### config.mk
export PLATFORM = sky130hd
export DESIGN_NAME = ym3438_timers
export DESIGN_NICKNAME = d
export VERILOG_FILES = /design/src/rtl/ym3438_pkg.sv /design/src/rtl/ym3438_timer_counter.sv /design/src/rtl/ym3438_timers.sv
export SDC_FILE = /design/constraint.sdc
export NUM_CORES = 1
export LEC_CHECK = 0
export CORE_MARGIN = 10
export CORE_UTILIZATION = 40
export CTS_BUF_LIST = sky130_fd_sc_hd__clkbuf_8
export CTS_CLUSTER_SIZE = 40
export DETAILED_ROUTE_END_ITERATION = 10
export GPL_TIMING_DRIVEN = 0
export PLACE_DENSITY_LB_ADDON = 0.15
export SYNTH_ARGS = -nofsm -noshare
export SYNTH_HDL_FRONTEND = slang
export SYNTH_SLANG_ARGS = --single-unit
### constraint.sdc
create_clock -name MCLK -period 1.6 [get_ports MCLK]
set_input_delay 0.16 -clock MCLK [delete_from_list [all_inputs] [get_ports MCLK]]
set_output_delay 0.16 -clock MCLK [all_outputs]
set_load 0.03 [all_outputs]
### src/rtl/ym3438_pkg.sv
// Shared defaults and reg 27h bit positions for the OPN2 timer block.
// TIMER_CSM_EN (optional) enables the CSM key-on output in ym3438_timers.
package ym3438_pkg;
    localparam int TA_WIDTH_DEF    = 10;
    localparam int TB_WIDTH_DEF    = 8;
    localparam int TB_PRESCALE_DEF = 16;

    localparam int R27_TA_LOAD  = 0;
    localparam int R27_TB_LOAD  = 1;
    localparam int R27_TA_EN    = 2;
    localparam int R27_TB_EN    = 3;
    localparam int R27_TA_CLR   = 4;
    localparam int R27_TB_CLR   = 5;
    localparam int R27_MODE_LSB = 6;
    localparam int R27_MODE_MSB = 7;
endpackage

### src/rtl/ym3438_timer_counter.sv
// Up-counter with load-edge detect, reload on overflow and a one-c1-cycle overflow pulse.
module ym3438_timer_counter #(
    parameter int WIDTH = 10
) (
    input  logic             clk,
    input  logic             rst,
    input  logic             c1,
    input  logic             tick,
    input  logic             step,
    input  logic             load,
    input  logic [WIDTH-1:0] period,
    output logic             load_edge,
    output logic             ovf_ev,
    output logic             ovf
);
    logic [WIDTH-1:0] cnt_q, cnt_d;
    logic             load_prev_q, load_prev_d;
    logic             pend_q, pend_d;
    logic             ovf_q, ovf_d;

    assign load_edge = c1 & load & ~load_prev_q;
    assign ovf       = ovf_q;

    always_comb begin
        cnt_d       = cnt_q;
        load_prev_d = load_prev_q;
        pend_d      = pend_q;
        ovf_d       = ovf_q;
        ovf_ev      = 1'b0;
        if (c1) begin
            load_prev_d = load;
            if (!load) begin
                pend_d = 1'b0;
            end else if (!load_prev_q || pend_q) begin
                // A load edge waits for the next frame tick and replaces that tick's step
                if (tick) begin
                    cnt_d  = period;
                    pend_d = 1'b0;
                end else begin
                    pend_d = 1'b1;
                end
            end else if (step) begin
                if (cnt_q == '1) begin
                    cnt_d  = period;
                    ovf_ev = 1'b1;
                end else begin
                    cnt_d = cnt_q + 1'b1;
                end
            end
            ovf_d = ovf_ev;
        end
    end

    always_ff @(posedge clk) begin
        if (rst) begin
            cnt_q       <= '0;
            load_prev_q <= 1'b0;
            pend_q      <= 1'b0;
            ovf_q       <= 1'b0;
        end else begin
            cnt_q       <= cnt_d;
            load_prev_q <= load_prev_d;
            pend_q      <= pend_d;
            ovf_q       <= ovf_d;
        end
    end
endmodule

### src/rtl/ym3438_timers.sv
// OPN2 Timer A / Timer B: counters, Timer B prescaler, status flags, IRQ and CSM key-on.
// Define TIMER_CSM_EN to drive csm_keyon from Timer A overflow; otherwise it is tied low.
module ym3438_timers
    import ym3438_pkg::*;
#(
    parameter int TA_WIDTH    = TA_WIDTH_DEF,
    parameter int TB_WIDTH    = TB_WIDTH_DEF,
    parameter int TB_PRESCALE = TB_PRESCALE_DEF
) (
    input  logic                MCLK,
    input  logic                timer_reset,
    input  logic                c1,
    input  logic                fsm_timer_ed,
    input  logic [TA_WIDTH-1:0] ta_period,
    input  logic [TB_WIDTH-1:0] tb_period,
    input  logic                ta_load,
    input  logic                tb_load,
    input  logic                ta_en,
    input  logic                tb_en,
    input  logic                ta_clr,
    input  logic                tb_clr,
    input  logic                csm_mode,
    output logic                flag_a,
    output logic                flag_b,
    output logic                irq,
    output logic                ta_ovf,
    output logic                csm_keyon
);
    localparam int PW = (TB_PRESCALE > 1) ? $clog2(TB_PRESCALE) : 1;

    logic          tick;
    logic          ta_ev, tb_ev, tb_edge, tb_step, pre_wrap;
    logic          unused_ta_edge, unused_tb_ovf;
    logic [PW-1:0] pre_q, pre_d;
    logic          flag_a_q, flag_a_d, flag_b_q, flag_b_d, irq_q, irq_d;

    assign tick     = c1 & fsm_timer_ed;
    assign pre_wrap = (pre_q == PW'(TB_PRESCALE - 1));
    assign tb_step  = tick & pre_wrap & ~tb_edge;

    ym3438_timer_counter #(.WIDTH(TA_WIDTH)) u_ta (
        .clk(MCLK), .rst(timer_reset), .c1(c1), .tick(tick), .step(tick),
        .load(ta_load), .period(ta_period),
        .load_edge(unused_ta_edge), .ovf_ev(ta_ev), .ovf(ta_ovf)
    );

    ym3438_timer_counter #(.WIDTH(TB_WIDTH)) u_tb (
        .clk(MCLK), .rst(timer_reset), .c1(c1), .tick(tick), .step(tb_step),
        .load(tb_load), .period(tb_period),
        .load_edge(tb_edge), .ovf_ev(tb_ev), .ovf(unused_tb_ovf)
    );

    always_comb begin
        pre_d    = pre_q;
        flag_a_d = flag_a_q;
        flag_b_d = flag_b_q;
        irq_d    = irq_q;
        if (c1) begin
            if (tb_edge)
                pre_d = '0;
            else if (tick && tb_load)
                pre_d = pre_wrap ? '0 : pre_q + 1'b1;
            // Set beats clear when both land in the same cycle
            flag_a_d = (ta_ev & ta_en) | (flag_a_q & ~ta_clr);
            flag_b_d = (tb_ev & tb_en) | (flag_b_q & ~tb_clr);
            irq_d    = flag_a_q | flag_b_q;
        end
    end

    always_ff @(posedge MCLK) begin
        if (timer_reset) begin
            pre_q    <= '0;
            flag_a_q <= 1'b0;
            flag_b_q <= 1'b0;
            irq_q    <= 1'b0;
        end else begin
            pre_q    <= pre_d;
            flag_a_q <= flag_a_d;
            flag_b_q <= flag_b_d;
            irq_q    <= irq_d;
        end
    end

    assign flag_a = flag_a_q;
    assign flag_b = flag_b_q;
    assign irq    = irq_q;

`ifdef TIMER_CSM_EN
    logic csm_q, csm_d;
    always_comb begin
        csm_d = csm_q;
        if (c1) csm_d = ta_ev & csm_mode;
    end
    always_ff @(posedge MCLK) begin
        if (timer_reset) csm_q <= 1'b0;
        else             csm_q <= csm_d;
    end
    assign csm_keyon = csm_q;
`else
    logic unused_csm_mode;
    assign unused_csm_mode = csm_mode;
    assign csm_keyon       = 1'b0;
`endif
endmodule

=== After elaboration in Yosys (flattened, before gate mapping) ===
Index checks and enable logic that the tools add are counted.
Widths: inputs -> output; s select.

* Bits in registers: 30
* Output and inout bits: 5
* Word-level logic and storage cells: 74
* Bits of input ports: 29

* Bitwise gates (word level): 16
* Equal/unequal tests: 6
* Reductions and logical operators: 12
* $add $sub $neg: 3
* Muxes and demuxes: 26

{| class="wikitable"
|+ Operators with widths
! cell !! number
|-
| $mux 10 || 4
|-
| $mux 8 || 4
|-
| $mux 1 || 15
|-
| $mux 4 || 3
|-
| $add 10x1->10 const B || 1
|-
| $eq 10x10->1 const B || 1
|-
| $and 1x1->1 || 9
|-
| $add 8x1->8 const B || 1
|-
| $eq 8x8->1 const B || 1
|-
| $reduce_and 2->1 || 3
|-
| $add 4x1->4 const B || 1
|-
| $eq 4x4->1 const B || 1
|-
| $ne 2x1->1 const B || 2
|-
| $not 1->1 || 4
|-
| $reduce_and 4->1 || 1
|-
| $reduce_bool 2->1 || 2
|-
| $or 1x1->1 || 3
|-
| $reduce_and 3->1 || 1
|-
| $logic_not 1->1 || 2
|-
| $logic_or 1x1->1 || 2
|-
| $ne 2x2->1 const B || 1
|-
| $logic_and 1x1->1 || 1
|}

=== Logic depth before layout (Yosys ltp) ===
Gate-level depths: netlist of the first run.

* Depth after elaboration: 10
* Gate-level depth with buffers: 7
* Depth with buffers taken out: 6

=== Hierarchy ===
A second synthesis of the first run with hierarchy kept.

* Cells, all modules: 243
* Area total of the unflattened synthesis: 1911.8 um^2

{| class="wikitable"
|+ By module, submodules not included
! module !! area an instance (um^2) !! sequential area each (um^2) !! cells each !! instances
|-
| ym3438_timer_counter at u_ta || 838.3 || 260.2 || 108 || 1
|-
| ym3438_timer_counter at u_tb || 706.9 || 220.2 || 91 || 1
|-
| ym3438_timers || 366.6 || 140.1 || 44 || 1
|}

=== Worst setup path after synthesis of the first run ===
No wires, ideal clock.

* Path type: register -> register
* Start point: reg u_tb.cnt_q[0]
* End point: reg u_tb.cnt_q[3]
* Setup time: 0.132 ns
* Stages on the path, launching flop included: 7
* Buffers on the path: 1
* Path slack: 0.019 ns
* Required time: 1.468 ns
* Arrival: 1.449 ns
* Clock period less this slack: 1.581 ns
* Cell sequence: dfxtp_1 > ha_1 > clkbuf_1 > a31o_4 > mux2_1 > nand2_1 > a21oi_1

* Word-level cells in the longest chain between the ends: 4
* Elaborated cells between the ends (all ways): 5
* Those cells by class: add/sub (1); eq/ne (1); mux (3)

{| class="wikitable"
|+ Ends and longest elaborated chain
! element !! line !! source
|-
| from (decl) || ym3438_timer_counter.sv:16 || <nowiki>logic [WIDTH-1:0] cnt_q, cnt_d;</nowiki>
|-
| from (signal assigned) || ym3438_timer_counter.sv:61 || <nowiki>cnt_q <= cnt_d;</nowiki>
|-
| $add 8x1->8 / $eq 8x8->1 (equally long branches) || ym3438_timer_counter.sv:47, ym3438_timer_counter.sv:43 ||
|-
| $mux 8 (*) || ym3438_timer_counter.sv:43 || <nowiki>if (cnt_q == '1) begin</nowiki>
|-
| $mux 8 (*) || ym3438_timer_counter.sv:42 || <nowiki>end else if (step) begin</nowiki>
|-
| $mux 8 (*) || ym3438_timer_counter.sv:34 || <nowiki>end else if (!load_prev_q || pend_q) begin</nowiki>
|}

Mark *: on every way between the ends. The rest lies on a longest branch, timed or not. The select of a mux whose other input is x is not followed.
A chain may end at the register's enable or synchronous reset.

=== Worst setup path after layout of the first run ===
* Start point: reg pre_q[0]
* End point: reg u_tb.cnt_q[7]

* Word-level cells in the longest chain between the ends: 5

{| class="wikitable"
|+ Ends and longest elaborated chain
! element !! line !! source
|-
| from (decl) || ym3438_timers.sv:34 || <nowiki>logic [PW-1:0] pre_q, pre_d;</nowiki>
|-
| from (signal assigned) || ym3438_timers.sv:77 || <nowiki>pre_q <= pre_d;</nowiki>
|-
| $eq 4x4->1 || ym3438_timers.sv:38 || <nowiki>assign pre_wrap = (pre_q == PW'(TB_PRESCALE - 1));</nowiki>
|-
| $and 1x1->1 (2 in series) || ym3438_timers.sv:39 || <nowiki>assign tb_step = tick & pre_wrap & ~tb_edge;</nowiki>
|-
| $reduce_bool 2->1 (no line) || - ||
|-
| $reduce_and 4->1 (no line) || - ||
|}

Every way passes these cells.

==> summary.txt, run 1 <==
Layout
  – Largest Register: u_ta.cnt_q
  – Layout cell share with drive strength beyond 1: between 10% and 20%
  – Diodes inserted: 0
  – Biggest regs: u_ta.cnt_q: 10 flops, u_tb.cnt_q: 8 flops, pre_q: 4 flops
  – Max FFs per register: 10
  – NumNets Final: ~300
  – Area growth, synth to finish: 30.2%

Pwr
  – Cell-internal power: 1.24 mW
  – Max IR drop VDD: between 0.4 and 0.5 mV
  – P_sw: 0.444 mW
  – Sw Share: 26.4%
  – Seq pwr share: 48.3%
  – PwrDens: roughly 730 mW/mm²
  – Clk pwr share: between 30 and 40%
  – Leakage power: around 0.8 nW
  – Combinational cell fraction of total power: roughly 14%

Drt
  – Drt total wl: roughly 4.7 mm
  – WL/cell: between 10 and 15 µm
  – Via density: 5.58
  – DRC viols: 0
  – Final ANT Viol Nets: 0
  – Pre-Repair DR Iteration Count: 4
  – Iteration-0 DRC Markers: 73
  – Routed via count: between 1.5k and 2k

GRT
  – Largest net degree at the start of global routing: 11
  – First-pass GRT wire length: slightly below 8 mm
  – GR Util All Layers: 12.5%
  – Vias in the first global route: about 1.7k
  – Initial antenna violation count: 0
  – Gr ovfl total: 0

Yosys
  – Avg Cell Area, Syn: approximately 7.7 µm²
  – Ys Warns: 0
  – Post-Syn Area: 0.00177 mm²
  – Post-synth top flop: dfxtp_1
  – Cell variety after synth: 49
  – Syn Nets: around 260
  – Mapped Cells: about 230
  – EDFF count, synth: 0
  – Seq/Total Area, Yosys: around 34%
  – Asr flop ratio synth: 0%
  – Post-synthesis register bit count: 30

Timing
  – Clock period minus worst slack: between 1.5 and 2 ns
  – Worst hold slack: between 0.2 and 0.3 ns
  – Max Fclk: approximately 0.64 GHz
  – Slew Limit Fails: 0
  – Slew @ Worst Pin: 0.515 ns
  – PnR worst setup slack: just under 0.03 ns
  – Final period util: 98.2%
  – Endpoints failing setup: 0
  – Unrepaired setup endpoints after global routing: true
  – Fin Clk Skew: 0.00299 ns
  – Slew HR: approximately two thirds
  – Fin. Hold Viols: 0

Critical path
  – CP Max Fanout: 4
  – Data arrival time of the worst path: roughly 1.7 ns
  – Crit end category: flop
  – Critical R2R Launch: pre_q[0]$_SDFFE_PP0P_
  – Crit path required time: about 1.8 ns
  – Reg-to-reg endpoint: u_tb.cnt_q[7]$_SDFFE_PP0P_
  – CP startpoint kind: flop
  – Crit path from: pre_q[0]$_SDFFE_PP0P_
  – CP Class: flop to flop
  – Reg2reg setup slack: a little under 0.03 ns
  – Reg2reg path depth: 6
  – End point of the critical path: u_tb.cnt_q[7]$_SDFFE_PP0P_

Clock network
  – Clock Latency Late Sink: 0.29 ns
  – CTS tree: built
  – CTS Sinks: 30
  – Max H-tree Level: 2
  – Clock transition at the registers of the reported paths: roughly 0.060 ns
  – # hold bufs at CTS: 0
  – Clock buffer depth: 2
  – CTS buffer count: 5
  – Root Driver: clkbuf_8

Place
  – DP HPWL: about 3.4 mm
  – Pre-CTS setup slack: -0.286 ns
  – GP Congestion: between 0.8 and 0.9
  – Port bufs: 28

Hold path
  – Worst hold-check path type: input port to flop

Floorplan
  – Die Area: around 0.0075 mm²
  – Core area: roughly 0.0043 mm²
  – Die height: 86.6 µm
  – Num rows: 24
  – Starting Density: 41.0%
  – IO Pins: 34
  – Die width: approximately 87 µm

Status
  – Status: finished, final reports clean

Job
  – Max Cap Viol: 0
power by group through the flow:
| stage | Combinational [mW] | Clock (mW) | Sequential, mW |
|---|---|---|---|
| 2_1_floorplan | 0.128 | 0 | 0.816 |
| 6_report | 0.235 | 0.634 | 0.811 |
| 3_3_place_gp | 0.226 | 0 | 0.821 |
| 5_1_grt | 0.261 | 0.686 | 0.817 |
| 3_5_place_dp | 0.225 | 0 | 0.821 |
| 4_1_cts | 0.227 | 0.652 | 0.805 |
Yosys cell counts, types with 6 or more instances:
cell type	number	area, µm²
dfxtp_1	30	601
nor2_1	24	90.1
nand2_1	22	82.6
a21oi_1	21	105
nand3_1	14	70.1
o21ai_0	10	50.1
nor3_1	8	40.0
inv_1	7	26.3
a31oi_1	6	37.5
clkbuf_1	6	22.5
nand4_1	6	37.5
placed cells by master, fill, tap and decap left out, types with 4 or more instances in the layout:
master / synthesis / routed
a211oi_1: 4 / 4
a21oi_1: 21 / 20
a31oi_1: 6 / 6
and3_1: 5 / 4
clkbuf_8: 0 / 6
clkdlybuf4s50_1: 0 / 28
dfxtp_1: 30 / 21
dfxtp_2: 0 / 9
inv_1: 7 / 8
nand2_1: 22 / 22
nand2b_1: 5 / 4
nand3_1: 14 / 13
nand4_1: 6 / 6
nor2_1: 24 / 23
nor3_1: 8 / 7
o21ai_0: 10 / 10
worst min path at each step:
stage / slack (ns) / from / cells after the start / end
CTS: 0.27 / fsm_timer_ed / 3 / u_tb.pend_q$_SDFFE_PP0P_
floorplan: 0.31 / ta_load / 2 / u_ta.load_prev_q$_SDFFE_PP0P_
finish: 0.28 / fsm_timer_ed / 3 / u_tb.pend_q$_SDFFE_PP0P_
global route: 0.32 / c1 / 3 / u_tb.load_prev_q$_SDFFE_PP0P_
global placement: 0.47 / u_ta.cnt_q[9]$_SDFFE_PP0P_ / 2 / u_ta.cnt_q[9]$_SDFFE_PP0P_
detailed placement: 0.48 / irq$_SDFFE_PP0P_ / 2 / irq$_SDFFE_PP0P_
timing repair:
action,in CTS,in global routing
pin swaps,0,2
gates resized for setup,3,27
buffers inserted,0,2
setup endpoints to repair,6,15
worst max-delay path: stages, from the launching register on:
cell and delay [ns]:
dfxtp_1 0.37, ha_1 0.20, nand3_1 0.17, nor3_2 0.25, nand4_1 0.17, nor3b_2 0.21, nor4_1 0.07
area by class of cell:
type / count / area, µm²
Buffer: 10 / 53.8
Clock buffer: 6 / 82.6
Clock inverter: 2 / 8.76
Fill cell: 426 / 2020
Inverter: 7 / 26.3
Multi-Input combinational cell: 180 / 1160
Sequential cell: 30 / 612
Tap cell: 52 / 65.1
Timing Repair Buffer: 30 / 295
metrics by stage:
stage                     setup TNS [ns]  power, mW  std cells  instance area (µm²)  util [%]
after global placement             -2.50       1.05        309                 2120      49.0
after global routing              -0.111       1.76        317                 2310      53.4
final                                  0       1.68        317                 2310      53.4
after floorplan                        0      0.944        229                 1770         -
after detailed placement           -2.46       1.05        309                 2120      49.0
after CTS                              0       1.68        316                 2210      51.2
routing by layer:
metal  track usage [%]  wire, µm
met5                 0         0
met4              4.86        78
met3              3.75       230
met2              19.7      2210
met1              15.5      2180
kinds of logic (layout without fill, tap and decap cells):
| kind of cell | count (synthesis) | in the layout | synth area share (%) |
|---|---|---|---|
| muxes | 5 | 5 | 2.97 |
| and+or+nand+nor | 103 | 103 | 30.2 |
| xor gates and xnor gates | 1 | 1 | 0.494 |
| AOI/OAI and AO/OA | 67 | 67 | 25.2 |
| buffers and inverters | 19 | 55 | 4.87 |
| adders and majority gates | 3 | 3 | 2.12 |
| DFF | 30 | 30 | 33.9 |
| other | 1 | 1 | 0.212 |
Power figures use the tool's default switching activity.
==> run 2: changes to the inputs <==
Settings changed: CTS_BUF_LIST sky130_fd_sc_hd__clkbuf_8 to not set, SKIP_LAST_GASP set to 1, SLEW_MARGIN set to 30.
==> summary.txt, run 2 (synthesized netlist as in run 1, its figures left out) <==
Pwr
  – PwrDens: 731 mW/mm² (+0.36%)
  – Combinational cell fraction of total power: 13.9% (about the same)
  – Leakage power: 0.791 nW (-0.72%)
  – P_sw: 0.441 mW (-0.67%)
  – Sw Share: 26.2% (-0.21 points)
  – Cell-internal power: 1.24 mW (+0.43%)
  – Max IR drop VDD: 0.473 mV (about the same)
  – Seq pwr share: 48.2% (about the same)
  – Clk pwr share: 37.9% (+0.2 points)

Place
  – GP Congestion: 0.807 (unchanged)
  – DP Cell Count: 309 (unchanged)
  – Port bufs: 28 (unchanged)
  – DP HPWL: 3.44 mm (unchanged)
  – Pre-CTS setup slack: -0.286 ns (unchanged)

Layout
  – Biggest regs: u_ta.cnt_q: 10 flops, u_tb.cnt_q: 8 flops, pre_q: 4 flops
  – Largest Register: u_ta.cnt_q
  – NumNets Final: 296 (unchanged)
  – Layout cell share with drive strength beyond 1: 17.0% (unchanged)
  – Diodes inserted: 0 (unchanged)
  – Max FFs per register: 10 (unchanged)
  – Fillers: 427 (+0.23%)
  – Final Util: 53.2% (-0.12 points)
  – Most common cell after layout, fill and taps aside: clkdlybuf4s50_1
  – Area growth, synth to finish: 29.9%
  – Most frequent cells in the layout: 28 x clkdlybuf4s50_1, 23 x nor2_1, 22 x nand2_1
  – Final cell count without fillers: 317 (unchanged)

Critical path
  – CP Max Fanout: 4 (unchanged)
  – CP cell instances: ha_1 -> nand3_1 -> nor3_2 -> nand4_1 -> nor3b_2 -> nor4_1
  – Max incr delay on CP: 0.37 ns (about the same)
  – Data arrival time of the worst path: 1.72 ns (about the same)
  – CP Class: flop to flop
  – Crit path from: pre_q[0]$_SDFFE_PP0P_
  – Highest-delay cell along the critical path: dfxtp_1
  – Crit end category: flop
  – Crit path required time: 1.75 ns (about the same)
  – Critical R2R Launch: pre_q[0]$_SDFFE_PP0P_
  – CP startpoint kind: flop

Timing
  – Endpoints failing setup: 0 (unchanged)
  – Fin. Hold Viols: 0 (unchanged)
  – Setup TNS: 0 ns (unchanged)
  – Max Fclk: 0.639 GHz (+0.35%)
  – Fin Clk Skew: 0.00241 ns (-0.000582 ns)
  – PnR worst setup slack: 0.0346 ns (+0.00554 ns)
  – Slew HR: 64.7% (-0.99 points)
  – Slew Limit Fails: 0 (unchanged)
  – Final period util: 97.8% (-0.35 points)
  – Unrepaired setup endpoints after global routing: true
  – Clock period minus worst slack: 1.57 ns (-0.00554 ns)
  – Slew @ Worst Pin: 0.530 ns (+0.0149 ns)

Job
  – Max Cap Viol: 0 (unchanged)

Floorplan
  – Die width: 86.6 µm (unchanged)
  – Starting Density: 41.0% (unchanged)
  – IO Pins: 34 (unchanged)
  – Die Area: 0.00749 mm² (unchanged)
  – Die height: 86.6 µm (unchanged)
  – Num rows: 24 (unchanged)
  – Core area: 0.00432 mm² (unchanged)

Drt
  – WL/cell: 14.8 µm (-0.26%)
  – Drt total wl: 4.69 mm (-0.26%)
  – DRC viols: 0 (unchanged)
  – Via density: 5.58 (-0.11%)
  – Final ANT Viol Nets: 0 (unchanged)
  – Routed via count: 1768 (-0.11%)
  – Iteration-0 DRC Markers: 86 (+18%)
  – Pre-Repair DR Iteration Count: 4 (unchanged)

GRT
  – Vias in the first global route: 1675 (unchanged)
  – Gr ovfl total: 0 (unchanged)
  – GR Util All Layers: 12.5% (unchanged)
  – Largest net degree at the start of global routing: 11 (unchanged)
  – First-pass GRT wire length: 7.71 mm (unchanged)
  – Initial antenna violation count: 0 (unchanged)

Clock network
  – Root Driver: clkbuf_8
  – CTS buffer count: 5 (unchanged)
  – Clock Latency Late Sink: 0.29 ns (about the same)
  – Clock buffer depth: 2 (unchanged)
  – CTS Sinks: 30 (unchanged)
  – Max H-tree Level: 2 (unchanged)
  – CTS tree: built
  – Clock transition at the registers of the reported paths: 0.06 ns (about the same)
  – # hold bufs at CTS: 0 (unchanged)

Hold path
  – Min-delay src: c1
  – Worst hold-check path type: input port to flop

Status
  – Status: finished, final reports clean
run 2: per-stage QoR:
step,power [mW],area [µm²],hold slack (ns)
floorplan,0.944,1770,0.307
global placement,1.05,2120,0.470
detailed placement,1.05,2120,0.481
CTS,1.69,2210,0.273
global route,1.77,2300,0.316
finish,1.68,2300,0.284
run 2: power by group through the flow:
| stage | Sequential (mW) | Combinational (mW) | Clock, mW |
|---|---|---|---|
| floorplan | 0.816 | 0.128 | 0 |
| global placement | 0.821 | 0.226 | 0 |
| detailed placement | 0.821 | 0.225 | 0 |
| CTS | 0.805 | 0.227 | 0.658 |
| global route | 0.816 | 0.259 | 0.693 |
| finish | 0.811 | 0.234 | 0.638 |
run 2: worst max-delay path: cells and delay by family, from the launching register on:
kind	cells	cell delay, ns
AND/OR/NAND/NOR	5	0.86
adder cells (fa/ha/maj)	1	0.20
flip-flops	1	0.37
run 2: worst paths after layout:
kind,end,slack (ns),depth (start not counted)
hold / removal,u_tb.load_prev_q$_SDFFE_PP0P_,0.28,3
setup / recovery,u_tb.cnt_q[7]$_SDFFE_PP0P_,0.03,6
hold reg to reg,u_tb.cnt_q[4]$_SDFFE_PP0P_,0.48,2
setup reg to reg,u_tb.cnt_q[7]$_SDFFE_PP0P_,0.03,6
run 2: final cells by class:
| cell class | count | area, µm² | share of cell area, % |
|---|---|---|---|
| Inverter | 7 | 26.3 | 1.14 |
| Clock inverter | 1 | 5.00 | 0.217 |
| Timing Repair Buffer | 30 | 295 | 12.8 |
| Clock buffer | 7 | 86.3 | 3.75 |
| Sequential cell | 30 | 612 | 26.6 |
| Buffer | 10 | 53.8 | 2.34 |
| Tap cell | 52 | 65.1 | 2.83 |
| Multi-Input combinational cell | 180 | 1160 | 50.3 |
run 2: layer usage:
layer | part of all wire (%) | vias to the layer above | wire [µm] | GRT usage (%)
li1 | - | 927 | - | -
met1 | 47 | 798 | 2210 | 15.5
met2 | 47 | 36 | 2190 | 19.7
met3 | 4.4 | 7 | 207 | 3.75
met4 | 1.7 | 0 | 78 | 4.86
met5 | 0 | - | 0 | 0
run 2: timing repair:
item | 4_1_cts | 5_1_grt
resized for setup | 3 | 26
buffers inserted | 0 | 2
pin swaps | 0 | 2
endpoints found under the setup margin | 6 | 15
==> run 3: changes to the inputs <==
Settings changed: PLACE_DENSITY set to 0.68, PLACE_DENSITY_LB_ADDON 0.15 to not set, TNS_END_PERCENT set to 50.
==> summary.txt, run 3 (synthesized netlist as in run 1, its figures left out) <==
Status
  – Status: finished, final reports clean

Floorplan
  – Starting Density: 41.0% (unchanged)
  – Core area: 0.00432 mm² (unchanged)
  – Die Area: 0.00749 mm² (unchanged)
  – IO Pins: 34 (unchanged)
  – Num rows: 24 (unchanged)
  – Die height: 86.6 µm (unchanged)
  – Die width: 86.6 µm (unchanged)

Drt
  – DRC viols: 0 (unchanged)
  – Pre-Repair DR Iteration Count: 4 (unchanged)
  – Drt total wl: 4.89 mm (+4.3%)
  – Iteration-0 DRC Markers: 99 (+15%)
  – Routed via count: 1834 (+3.7%)
  – Via density: 5.80 (+4.1%)
  – WL/cell: 15.5 µm (+4.6%)
  – Final ANT Viol Nets: 0 (unchanged)

Critical path
  – Highest-delay cell along the critical path: clkdlybuf4s50_1
  – Crit end category: output port
  – CP Max Fanout: 3 (-1)
  – CP startpoint kind: flop
  – Crit path required time: 1.44 ns (-0.31 ns)
  – Max incr delay on CP: 0.70 ns (+0.33 ns)
  – CP cell instances: clkdlybuf4s50_1
  – Reg2reg setup slack: 0.06 ns (+0.03 ns)
  – Data arrival time of the worst path: 1.38 ns (-0.34 ns)
  – WP buf/inv: 1 (+1)
  – CP top delay family: buffers and inverters
  – Critical R2R Launch: pre_q[0]$_SDFFE_PP0P_
  – CP Class: flop to output port
  – Reg2reg path depth: 6 (unchanged)
  – Reg-to-reg endpoint: u_tb.cnt_q[0]$_SDFFE_PP0P_

Place
  – GP Congestion: 0.812 (+0.72%)
  – DP HPWL: 3.45 mm (+0.45%)
  – DP Cell Count: 309 (unchanged)
  – Port bufs: 28 (unchanged)
  – Pre-CTS setup slack: -0.299 ns (-0.0130 ns)

Timing
  – Fin. Hold Viols: 0 (unchanged)
  – PnR worst setup slack: 0.0618 ns (+0.0272 ns)
  – Slew Limit Fails: 0 (unchanged)
  – Slew @ Worst Pin: 0.533 ns (+0.00333 ns)
  – Clock period minus worst slack: 1.54 ns (-0.0272 ns)
  – Final period util: 96.1% (-1.7 points)
  – Unrepaired setup endpoints after global routing: true
  – Max Fclk: 0.650 GHz (+1.8%)
  – Slew HR: 64.5% (-0.22 points)
  – Fin Clk Skew: 0.00907 ns (+0.00666 ns)
  – Endpoints failing setup: 0 (unchanged)

Layout
  – NumNets Final: 295 (-0.34%)
  – Biggest regs: u_ta.cnt_q: 10 flops, u_tb.cnt_q: 8 flops, pre_q: 4 flops
  – Most frequent cells in the layout: 28 x clkdlybuf4s50_1, 23 x nor2_1, 22 x nand2_1, 22 x dfxtp_1, 20 x a21oi_1
  – Largest Register: u_ta.cnt_q
  – Diodes inserted: 0 (unchanged)
  – Fillers: 435 (+1.9%)
  – Area growth, synth to finish: 29.0%
  – Final Util: 52.9% (-0.38 points)
  – Max FFs per register: 10 (unchanged)
  – Layout cell share with drive strength beyond 1: 16.3% (-0.69 points)
  – Most common cell after layout, fill and taps aside: clkdlybuf4s50_1
  – Final cell count without fillers: 316 (-0.32%)

GRT
  – First-pass GRT wire length: 8.02 mm (+4.0%)
  – Gr ovfl total: 0 (unchanged)
  – GR Util All Layers: 13.0% (+0.49 points)
  – Initial antenna violation count: 0 (unchanged)
  – Vias in the first global route: 1762 (+5.2%)
  – Largest net degree at the start of global routing: 11 (unchanged)

Clock network
  – CTS tree: built
  – Max H-tree Level: 2 (unchanged)
  – CTS Sinks: 30 (unchanged)
  – Root Driver: clkbuf_8
  – Clock buffer depth: 2 (unchanged)
  – Clock Latency Late Sink: 0.29 ns (about the same)
  – CTS buffer count: 5 (unchanged)
  – Clock transition at the registers of the reported paths: 0.07 ns (about the same)

Hold path
  – Worst hold-check path type: input port to flop
  – Hold EP: u_tb.pend_q$_SDFFE_PP0P_
  – Hold path cells: 3 (unchanged)
  – Min-delay src: fsm_timer_ed

Job
  – Max Cap Viol: 0 (unchanged)

Pwr
  – PwrDens: 736 mW/mm² (+0.68%)
  – Max IR drop VDD: 0.502 mV (+6.2%)
  – Tot Pwr: 1.68 mW (about the same)
  – Leakage power: 0.779 nW (-1.6%)
-- run 3: how the worst max path moves through the flow --
stage | end | startpoint | cells past startpoint
final | flag_b | flag_b$_SDFFE_PP0P_ | 1
after CTS | flag_a$_SDFFE_PP0P_ | u_ta.load_prev_q$_SDFFE_PP0P_ | 5
after global routing | flag_a$_SDFFE_PP0P_ | u_ta.load_prev_q$_SDFFE_PP0P_ | 5
after detailed placement | u_tb.cnt_q[7]$_SDFFE_PP0P_ | tb_load | 6
after floorplan | u_tb.cnt_q[3]$_SDFFE_PP0P_ | u_tb.cnt_q[0]$_SDFFE_PP0P_ | 6
after global placement | u_tb.cnt_q[7]$_SDFFE_PP0P_ | tb_load | 6
-- run 3: repair_timing --
action | CTS | global route
hold buffers | 0 | 0
pin swaps | 0 | 2
buffers inserted | 0 | 1
setup endpoints to repair | 8 | 17
gates resized for setup | 2 | 24
-- run 3: final cells by class --
type / instances / area (µm²) / area share, %
multi-input combinational: 180 / 1150 / 50.4
inverter: 7 / 26.3 / 1.15
buffer: 10 / 52.6 / 2.30
timing repair buffer: 29 / 288 / 12.6
clock buffer: 7 / 86.3 / 3.78
tap: 52 / 65.1 / 2.85
clock inverter: 1 / 5.00 / 0.219
sequential: 30 / 611 / 26.7
-- run 3: metal layers --
layer | global-route usage [%] | wire length, µm | part of all wire [%] | vias to the layer above
met5 | 0 | 0 | 0 | -
met4 | 5.15 | 74 | 1.5 | 0
met3 | 5.25 | 379 | 7.7 | 5
met2 | 20.2 | 2160 | 44 | 65
met1 | 15.5 | 2280 | 47 | 845
li1 | - | - | - | 919
-- run 3: stage by stage --
stage | TNS, ns | hold slack, ns | instance area (µm²)
final | 0 | 0.290 | 2290
after floorplan | 0 | 0.307 | 1770
after detailed placement | -2.27 | 0.469 | 2120
after global placement | -2.15 | 0.467 | 2120
after global routing | -0.0526 | 0.294 | 2290
after CTS | -0.0684 | 0.264 | 2210
-- run 3: report_power, final --
| group | leakage (nW) | switching [mW] | total (mW) | internal, mW |
|---|---|---|---|---|
| clock network | 0.0482 | 0.292 | 0.639 | 0.346 |
| logic | 0.482 | 0.115 | 0.233 | 0.118 |
| registers | 0.248 | 0.0347 | 0.810 | 0.776 |
| total | 0.779 | 0.442 | 1.68 | 1.24 |
